**config.mk**
```make
export PLATFORM = sky130hd
export DESIGN_NAME = d_mem_arbiter_flat
export DESIGN_NICKNAME = d
export VERILOG_FILES = /design/src/rtl/d_mem_pkg.sv /design/src/rtl/d_mem_arbiter_if.sv /design/src/rtl/d_mem_arbiter_rr_arb2.sv /design/src/rtl/d_mem_arbiter.sv /design/src/flat_wrapper.sv
export SDC_FILE = /design/constraint.sdc
export NUM_CORES = 1
export LEC_CHECK = 0
export CORE_AREA = 5 5 112 114
export DETAILED_ROUTE_END_ITERATION = 7
export DIE_AREA = 0 0 117 119
export DONT_BUFFER_PORTS = 1
export MAX_ROUTING_LAYER = met4
export SLEW_MARGIN = 10
export SYNTH_ARGS = -nofsm -noshare
export SYNTH_HDL_FRONTEND = slang
export SYNTH_SLANG_ARGS = --single-unit
```
**constraint.sdc**
```tcl
create_clock -name clock -period 1.6 [get_ports clock]
set_input_delay 0.16 -clock clock [delete_from_list [all_inputs] [get_ports clock]]
set_output_delay 0.16 -clock clock [all_outputs]
set_load 0.05 [all_outputs]
```
**src/rtl/d_mem_pkg.sv**
```systemverilog
// Shared types and constants for the two-requester data-memory arbiter.
package d_mem_pkg;

  localparam int unsigned MEM_SIZE_DEFAULT = 1024;

  localparam logic M0 = 1'b0;
  localparam logic M1 = 1'b1;

  typedef enum logic [1:0] {
    IDLE     = 2'd0,
    SERVE_M0 = 2'd1,
    SERVE_M1 = 2'd2
  } state_t;

  typedef struct packed {
    logic        we;
    logic [31:0] addr;
    logic [31:0] wdata;
  } access_t;

endpackage

```
**src/rtl/d_mem_arbiter_if.sv**
```systemverilog
// Requester and memory-side signal bundle; the arbiter uses the slave modport.
interface d_mem_arbiter_if;

  logic        m0_req;
  logic        m0_we;
  logic [31:0] m0_addr;
  logic [31:0] m0_wdata;
  logic        m0_gnt;
  logic        m0_rvalid;
  logic [31:0] m0_rdata;

  logic        m1_req;
  logic        m1_we;
  logic [31:0] m1_addr;
  logic [31:0] m1_wdata;
  logic        m1_gnt;
  logic        m1_rvalid;
  logic [31:0] m1_rdata;

  logic [31:0] mem_addr;
  logic [31:0] mem_wdata;
  logic        mem_we;
  logic        mem_re;
  logic [31:0] mem_rdata;

  modport slave (
    input  m0_req, m0_we, m0_addr, m0_wdata,
    output m0_gnt, m0_rvalid, m0_rdata,
    input  m1_req, m1_we, m1_addr, m1_wdata,
    output m1_gnt, m1_rvalid, m1_rdata,
    output mem_addr, mem_wdata, mem_we, mem_re,
    input  mem_rdata
  );

  modport master (
    output m0_req, m0_we, m0_addr, m0_wdata,
    input  m0_gnt, m0_rvalid, m0_rdata,
    output m1_req, m1_we, m1_addr, m1_wdata,
    input  m1_gnt, m1_rvalid, m1_rdata,
    input  mem_addr, mem_wdata, mem_we, mem_re,
    output mem_rdata
  );

endinterface

```
**src/rtl/d_mem_arbiter_rr_arb2.sv**
```systemverilog
// Two-way round-robin pick: a tie goes to the requester not granted last.
module rr_arb2
  import d_mem_pkg::*;
(
  input  logic [1:0] req,
  input  logic       last_grant,
  output logic [1:0] grant
);

  always_comb begin
    grant = '0;
    unique case (req)
      2'b01:   grant = 2'b01;
      2'b10:   grant = 2'b10;
      2'b11:   grant = (last_grant == M1) ? 2'b01 : 2'b10;
      default: grant = '0;
    endcase
  end

endmodule

```
**src/rtl/d_mem_arbiter.sv**
```systemverilog
// Arbitrates two requesters onto one single-cycle d_mem port, one access per cycle.
module d_mem_arbiter
  import d_mem_pkg::*;
#(
  parameter int unsigned MEM_SIZE = MEM_SIZE_DEFAULT
) (
  input  logic           clock,
  input  logic           reset,
  d_mem_arbiter_if.slave bus
);

  state_t      r_state;
  state_t      w_state_nxt;
  logic        r_last_grant;
  access_t     r_acc;
  logic [1:0]  r_rvalid;
  logic [31:0] r_rdata0;
  logic [31:0] r_rdata1;

  logic [1:0]  w_req;
  logic [1:0]  w_grant;
  logic        w_serving;
  logic        w_who;

  // Masking requests with reset also forces both gnt outputs low during reset.
  assign w_req = {bus.m1_req, bus.m0_req} & {2{~reset}};

  rr_arb2 u_rr_arb2 (
    .req        (w_req),
    .last_grant (r_last_grant),
    .grant      (w_grant)
  );

  assign bus.m0_gnt    = w_grant[0];
  assign bus.m1_gnt    = w_grant[1];
  assign bus.m0_rvalid = r_rvalid[0];
  assign bus.m1_rvalid = r_rvalid[1];
  assign bus.m0_rdata  = r_rdata0;
  assign bus.m1_rdata  = r_rdata1;

  // Latched address/data only change on a grant, so they hold through IDLE.
  assign bus.mem_addr  = r_acc.addr % MEM_SIZE;
  assign bus.mem_wdata = r_acc.wdata;

  always_ff @(posedge clock) begin
    if (reset) begin
      r_state <= IDLE;
    end else begin
      r_state <= w_state_nxt;
    end
  end

  always_comb begin
    w_state_nxt = IDLE;
    w_serving   = 1'b0;
    w_who       = M0;
    bus.mem_we  = 1'b0;
    bus.mem_re  = 1'b0;

    if (w_grant[0]) begin
      w_state_nxt = SERVE_M0;
    end else if (w_grant[1]) begin
      w_state_nxt = SERVE_M1;
    end

    unique case (r_state)
      SERVE_M0: begin
        w_serving = ~reset;
        w_who     = M0;
      end
      SERVE_M1: begin
        w_serving = ~reset;
        w_who     = M1;
      end
      default: begin
        w_serving = 1'b0;
        w_who     = M0;
      end
    endcase

    if (w_serving) begin
      bus.mem_we = r_acc.we;
      bus.mem_re = ~r_acc.we;
    end
  end

  always_ff @(posedge clock) begin
    if (reset) begin
      r_last_grant <= M1;
      r_acc        <= '0;
      r_rvalid     <= '0;
      r_rdata0     <= '0;
      r_rdata1     <= '0;
    end else begin
      r_rvalid <= '0;
      if (w_grant[1]) begin
        r_last_grant <= M1;
        r_acc        <= '{we: bus.m1_we, addr: bus.m1_addr, wdata: bus.m1_wdata};
      end else if (w_grant[0]) begin
        r_last_grant <= M0;
        r_acc        <= '{we: bus.m0_we, addr: bus.m0_addr, wdata: bus.m0_wdata};
      end
      if (w_serving && !r_acc.we) begin
        r_rvalid[w_who] <= 1'b1;
        if (w_who == M1) begin
          r_rdata1 <= bus.mem_rdata;
        end else begin
          r_rdata0 <= bus.mem_rdata;
        end
      end
    end
  end

endmodule

```
**src/flat_wrapper.sv**
```systemverilog
// flat-port wrapper written by rule: the top's interface ports become plain ports
module d_mem_arbiter_flat import d_mem_pkg::*;
#(
  parameter int unsigned MEM_SIZE = MEM_SIZE_DEFAULT
)
  (clock, reset, bus_m0_req, bus_m0_we, bus_m0_addr, bus_m0_wdata, bus_m0_gnt, bus_m0_rvalid, bus_m0_rdata, bus_m1_req, bus_m1_we, bus_m1_addr, bus_m1_wdata, bus_m1_gnt, bus_m1_rvalid, bus_m1_rdata, bus_mem_addr, bus_mem_wdata, bus_mem_we, bus_mem_re, bus_mem_rdata);
  d_mem_arbiter_if bus_i ();
  input  logic clock;
  input  logic reset;
  input wire logic [$bits(bus_i.m0_req)-1:0] bus_m0_req;
  input wire logic [$bits(bus_i.m0_we)-1:0] bus_m0_we;
  input wire logic [$bits(bus_i.m0_addr)-1:0] bus_m0_addr;
  input wire logic [$bits(bus_i.m0_wdata)-1:0] bus_m0_wdata;
  output wire logic [$bits(bus_i.m0_gnt)-1:0] bus_m0_gnt;
  output wire logic [$bits(bus_i.m0_rvalid)-1:0] bus_m0_rvalid;
  output wire logic [$bits(bus_i.m0_rdata)-1:0] bus_m0_rdata;
  input wire logic [$bits(bus_i.m1_req)-1:0] bus_m1_req;
  input wire logic [$bits(bus_i.m1_we)-1:0] bus_m1_we;
  input wire logic [$bits(bus_i.m1_addr)-1:0] bus_m1_addr;
  input wire logic [$bits(bus_i.m1_wdata)-1:0] bus_m1_wdata;
  output wire logic [$bits(bus_i.m1_gnt)-1:0] bus_m1_gnt;
  output wire logic [$bits(bus_i.m1_rvalid)-1:0] bus_m1_rvalid;
  output wire logic [$bits(bus_i.m1_rdata)-1:0] bus_m1_rdata;
  output wire logic [$bits(bus_i.mem_addr)-1:0] bus_mem_addr;
  output wire logic [$bits(bus_i.mem_wdata)-1:0] bus_mem_wdata;
  output wire logic [$bits(bus_i.mem_we)-1:0] bus_mem_we;
  output wire logic [$bits(bus_i.mem_re)-1:0] bus_mem_re;
  input wire logic [$bits(bus_i.mem_rdata)-1:0] bus_mem_rdata;
  assign bus_i.m0_req = bus_m0_req;
  assign bus_i.m0_we = bus_m0_we;
  assign bus_i.m0_addr = bus_m0_addr;
  assign bus_i.m0_wdata = bus_m0_wdata;
  assign bus_m0_gnt = bus_i.m0_gnt;
  assign bus_m0_rvalid = bus_i.m0_rvalid;
  assign bus_m0_rdata = bus_i.m0_rdata;
  assign bus_i.m1_req = bus_m1_req;
  assign bus_i.m1_we = bus_m1_we;
  assign bus_i.m1_addr = bus_m1_addr;
  assign bus_i.m1_wdata = bus_m1_wdata;
  assign bus_m1_gnt = bus_i.m1_gnt;
  assign bus_m1_rvalid = bus_i.m1_rvalid;
  assign bus_m1_rdata = bus_i.m1_rdata;
  assign bus_mem_addr = bus_i.mem_addr;
  assign bus_mem_wdata = bus_i.mem_wdata;
  assign bus_mem_we = bus_i.mem_we;
  assign bus_mem_re = bus_i.mem_re;
  assign bus_i.mem_rdata = bus_mem_rdata;
  d_mem_arbiter #(.MEM_SIZE(MEM_SIZE)) u_core (.clock(clock), .reset(reset), .bus(bus_i));
endmodule
```
* After elaboration in Yosys (flattened, before gate mapping)
Cells that the tools add are included.
** Storage, ports and cells
- Flip-flop bits (word level) :: 112
- Input bits :: 166
- Output and inout port bits :: 134
- Word-level logic and storage cells :: 43
** Operators by class
- Order comparisons :: 2
- Eq/ne operators :: 5
- Multiplexer cells :: 12
- Bitwise gates (word level) :: 5
- Reduce and logical (&&, ||, !) cells :: 10
** Operator list (count)
- 2-to-1 mux 65 bit :: 2
- OR reduction 2 bit :: 4
- == test 2 bit (second input constant) :: 3
- 2-to-1 mux 1 bit :: 6
- one-hot mux 2 bit (3 select lines) :: 1
- == test 2 x 1 -> 1 bit (second input constant) :: 2
- 2-to-1 mux 2 bit :: 2
- inverter 1 bit :: 4
- AND reduction 2 bit :: 2
- AND 2 bit :: 1
- logical AND 1 bit :: 2
- less-than comparator 1 x 2 -> 1 bit (second input constant) :: 1
- nonzero test 2 bit :: 1
- demux 1 bit (select 1 bit) :: 1
- greater-or-equal comparator 1 bit (second input constant) :: 1
- logical NOT 1 bit :: 1

* Depth between registers and ports, before layout
- Depth after elaboration :: 6
- Mapped depth :: 8
- Depth with buffers taken out :: 6

* By module
Synthesis repeated with hierarchy kept, for this count alone.
** Second synthesis, totals
- Cells, all modules :: 522
- Area total of the unflattened synthesis :: 5333.9 µm²
** Modules (own cells, without submodules)
- d_mem_arbiter :: times used 1, cells each 519, area an instance 5315.1 µm², sequential area each 2242.2 µm²
- rr_arb2 :: times used 1, cells each 3, area an instance 18.8 µm², sequential area each 0.0 µm²

* Least setup slack after synthesis
No wires, ideal clock.
- Path kind :: flip-flop to output port
- From :: register u_core.r_last_grant
- To :: output bus_m1_gnt
- Arrival :: 2.230 ns
- Data required time :: 1.440 ns
- Path slack :: -0.790 ns
- Stages on the path, launching flop included :: 7
- Path buffers :: 3
- Cell sequence :: dfxtp_1 > nand2b_1 > buf_2 > and2_1 > buf_2 > buf_2 > nor3_1
** On the way
- Longest elaborated chain between the ends :: 2
** RTL lines
- start, declared :: line d_mem_arbiter.sv:14 : logic r_last_grant;
- start signal, assigned :: line d_mem_arbiter.sv:89 : r_last_grant <= M1;
- start signal, assigned :: line d_mem_arbiter.sv:97 : r_last_grant <= M1;
- start signal, assigned :: line d_mem_arbiter.sv:100 : r_last_grant <= M0;
- 2-to-1 mux 2 bit :: line d_mem_arbiter_rr_arb2.sv:15 : 2'b11: grant = (last_grant == M1) ? 2'b01 : 2'b10;
- one-hot mux 2 bit (3 select lines) :: line d_mem_arbiter_rr_arb2.sv:12 : unique case (req)
- end, declared :: line flat_wrapper.sv:21 : output wire logic [$bits(bus_i.m1_gnt)-1:0] bus_m1_gnt;
Every way passes these cells.

* Final worst setup path
- From :: register u_core.r_state[0]
- To :: register u_core.r_rdata1[31], in the netlist u_core.bus.m1_rdata[31]
** On the way
- Longest elaborated chain between the ends :: 5
- Elaborated cells on any way between the ends :: 7
** RTL lines
- start, declared :: line d_mem_arbiter.sv:12 : state_t r_state;
- start signal, assigned :: line d_mem_arbiter.sv:49 : r_state <= w_state_nxt;
- == test 2 x 1 -> 1 bit / == test 2 bit (equally long branches) :: line d_mem_arbiter.sv:66 : unique case (r_state)
- OR reduction 2 bit (no line)
- 2-to-1 mux 1 bit
- logical AND 1 bit :: line d_mem_arbiter.sv:103 : if (w_serving && !r_acc.we) begin
- AND reduction 2 bit (no line) *
- end signal, assigned :: line d_mem_arbiter.sv:106 : r_rdata1 <= bus.mem_rdata;
- end, declared :: line d_mem_arbiter.sv:18 : logic [31:0] r_rdata1;
Mark *: on every way between the ends. The rest lies on a longest branch, timed or not.
A chain may end at the register's enable or synchronous reset.

==> impl_metrics.tcl <==
set metrics [dict create \
    run_status "finished, violations left" \
    failed_checks "hold timing, setup timing" \
    total_die_area_sq_mm 0.0139 \
    htree_levels 3 \
    ys.warnings.count 0 \
    syn-instance-count 567 \
    yosys_register_bits 112 \
    drt.antenna.violating_nets 0 \
    routedWlPerCell_um 19.4 \
    timing.hold.ws_ps -57.0 \
    cp_data_arrival_time_ps 1920 \
    grt_max_degree 117 \
    grt_use_total_pct 19.9 \
    power.leakage_nw 2.25 \
    placed_area_sq_mm 0.00493 \
    cts-root-buf "clkbuf_16" \
    min_tclk_post_route_ps 1650 \
    timing_worst_slew_pin_value_ps 607 \
    fin_skew_ps 6.34 \
    grt_pass1_vias 4120 \
    die_w_um 117 \
    yosys.area.top_type_share_pct 45.0 \
    core.rowCount 39 \
    drt_iter0_drc 283 \
    grt_pass1_wl_um 21500 \
    crit_fanout 8 \
    clockPowerShare_pct 31.4 \
    finalWeightedCongestion 0.797 \
    hp-class "in2reg" \
    mean_number_of_vias_per_cell 5.52 \
    post-synth-top-area-cell "dfxtp_1" \
    r2r_slack_ps -50 \
    timing.final.max_slew_violations 0 \
    detail_route.drc_violations 0 \
    critical_path_required_ps 1870 \
    drt_first_pass_iters 4 \
    nets 746 \
    vdd_ir_drop_max_uv 634 \
    place.detailed.hpwl_um 8750 \
    area_growth_pct 18.8 \
    total_inserted_antenna_cells 0 \
    maxClockFrequency_mhz 605 \
    final.fill_count 1008 \
    layout.core_utilization_pct 52.3 \
    power_switching_share_pct 31.9 \
    slew_headroom_pct 58.5 \
    post_synthesis_instance_area_sq_mm 0.00498 \
    dp_worst_setup_slack_ps -127 \
    power_per_cell_area_mw_per_mm2 1080 \
    comb_power_share_pct 13.7 \
    pin_count 300 \
    clock_latency_ps 340 \
    ys_seq_area_share_pct 45.0 \
    core_region_area_sq_mm 0.0113 \
    num_vias 3999 \
    finalSetupViolations 32 \
    number_of_antenna_violations_at_the_first_check_in_global_routing 0 \
    final-hold-violation-count 66 \
    clockBufferDepth 2 \
    holdBufCountCts 43 \
    port-buffer-count 0 \
    synthDistinctLibCells 26 \
    chipHeight_um 119 \
    power_switching_w 0.00203 \
    clk_transition_reported_paths_ps 70 \
    cts_num_sinks 112 \
    drt_wl_total_um 14000 \
    final_min_period_over_clock_period_pct 103 \
    cts_made_buffers 9 \
    power.sequential.fraction_pct 54.9 \
    layout.cell_area.non_filler_sq_mm 0.00592 \
    grt_remaining_overflow 0 \
    power.internal_w 0.00434 \
    setup_crit_start_kind "register" \
    synth.top_cells.by_area "dfxtp_1 45%, buf_4 9.6%, nand2_1 9.6%" \
    drive_gt1_share_pct 22.4 \
    cts_tree "done" \
    syn_avg_cell_area_sq_um 8.79 \
    setup.worst_path.end_class "register" \
    setup_slack_ps -52.7 \
    criticalPathCategory "reg2reg" \
    drv_cap 0 \
    unrepaired_setup_endpoints_after_global_routing "true" \
    effective_utilization_at_floorplan_pct 44.0 \
]
-- registers in the layout (all words and copies together) (netlist names) --
signal / count
u_core.r_rvalid: 2
u_core.bus.m0_rdata: 32
u_core.r_acc: 11
u_core.r_state: 2
u_core.r_last_grant: 1
u_core.bus.mem_wdata: 32
u_core.bus.m1_rdata: 32
-- area by class of cell --
class | instances | area (sq um) | share of cell area [%]
multi-input combinational | 316 | 2040 | 34.5
timing repair inverter | 2 | 32.5 | 0.549
timing repair buffer | 92 | 982 | 16.6
inverter | 46 | 190 | 3.21
tap | 143 | 179 | 3.02
clock inverter | 3 | 21.3 | 0.359
sequential | 112 | 2240 | 37.9
clock buffer | 10 | 229 | 3.87
-- through the flow --
step / cells / power [W] / setup TNS (ps)
after floorplan: 588 / 0.00431 / -357
after global placement: 661 / 0.00423 / -3980
after detailed placement: 661 / 0.00425 / -4980
after CTS: 722 / 0.00637 / -555
after global routing: 724 / 0.00663 / -2330
final: 724 / 0.00637 / -836
-- critical path, cell delays in order, from the launching register on --
cell and delay (ps):
dfxtp_2 320, inv_2 40, ha_4 210, or4b_4 580, buf_8 190, clkinv_8 60, nand2_2 50, a21oi_2 120
-- timing repair --
action	in CTS	in global routing
setup buffers	1	0
pin swaps	2	4
hold endpoints to repair	109	66
gates cloned	4	2
resized for setup	23	31
setup endpoints to repair	68	57
-- cells in the mapped netlist --
cell type,count
or4b_1,1
conb_1,1
and2_1,2
nand2b_1,2
clkbuf_1,25
a2111oi_0,43
or4_1,1
dfxtp_1,112
nor2b_1,1
nand3b_1,1
buf_6,7
clkinv_4,1
buf_2,16
a21oi_2,29
ha_1,1
buf_4,64
inv_1,44
nor3b_1,1
clkinv_2,1
buf_1,2
nor3_1,5
a21oi_1,35
nand2_1,128
a211oi_1,1
nor2_1,1
a221o_1,42
-- final timing paths --
kind / cells past startpoint / start / end
min reg2reg: 2 / u_core.bus.m0_rdata[18] / u_core.bus.m0_rdata[18]
max: 7 / u_core.r_state[0] / u_core.bus.m1_rdata[31]
max reg2reg: 7 / u_core.r_state[0] / u_core.bus.m1_rdata[31]
min: 2 / bus_mem_rdata[1] / u_core.bus.m1_rdata[1]
-- cells by family after synthesis --
family	synth area share, %
adders and majority gates	0.251
and+or+nand+nor	11.5
other	0.0752
AOI/OAI and AO/OA	24.7
DFF	45.0
buffers and inverters	18.4
-- power by group through the flow --
stage | combinational (W) | clock, W | sequential, W
after detailed placement | 0.000688 | 0 | 0.00356
after global placement | 0.000671 | 0 | 0.00356
final | 0.000870 | 0.00200 | 0.00350
after floorplan | 0.00104 | 0 | 0.00327
after global routing | 0.000934 | 0.00218 | 0.00351
after CTS | 0.000813 | 0.00206 | 0.00350
-- placed cells by master (no fill, tap or decap), drive strengths merged --
cell type,Yosys,layout
a2111oi,43,43
a211oi,1,1
a21oi,64,64
a221o,42,42
and2,2,2
buf,89,47
clkbuf,25,12
clkinv,2,5
clkinvlp,0,1
conb,1,22
dfxtp,112,112
dlygate4sd3,0,43
ha,1,1
inv,44,45
nand2,128,128
nand2b,2,2
nand3b,1,1
nor2,1,1
nor2b,1,1
nor3,5,5
nor3b,1,1
or4,1,1
or4b,1,1
-- metal layers --
metal / global-route usage (%) / share of wire, % / vias up
li1: - / - / 1891
met1: 21.4 / 37 / 1884
met2: 34.3 / 51 / 201
met3: 5.68 / 9.6 / 23
met4: 7.38 / 2.2 / 0
met5: - / 0 / -
Power figures use the tool's default switching activity.
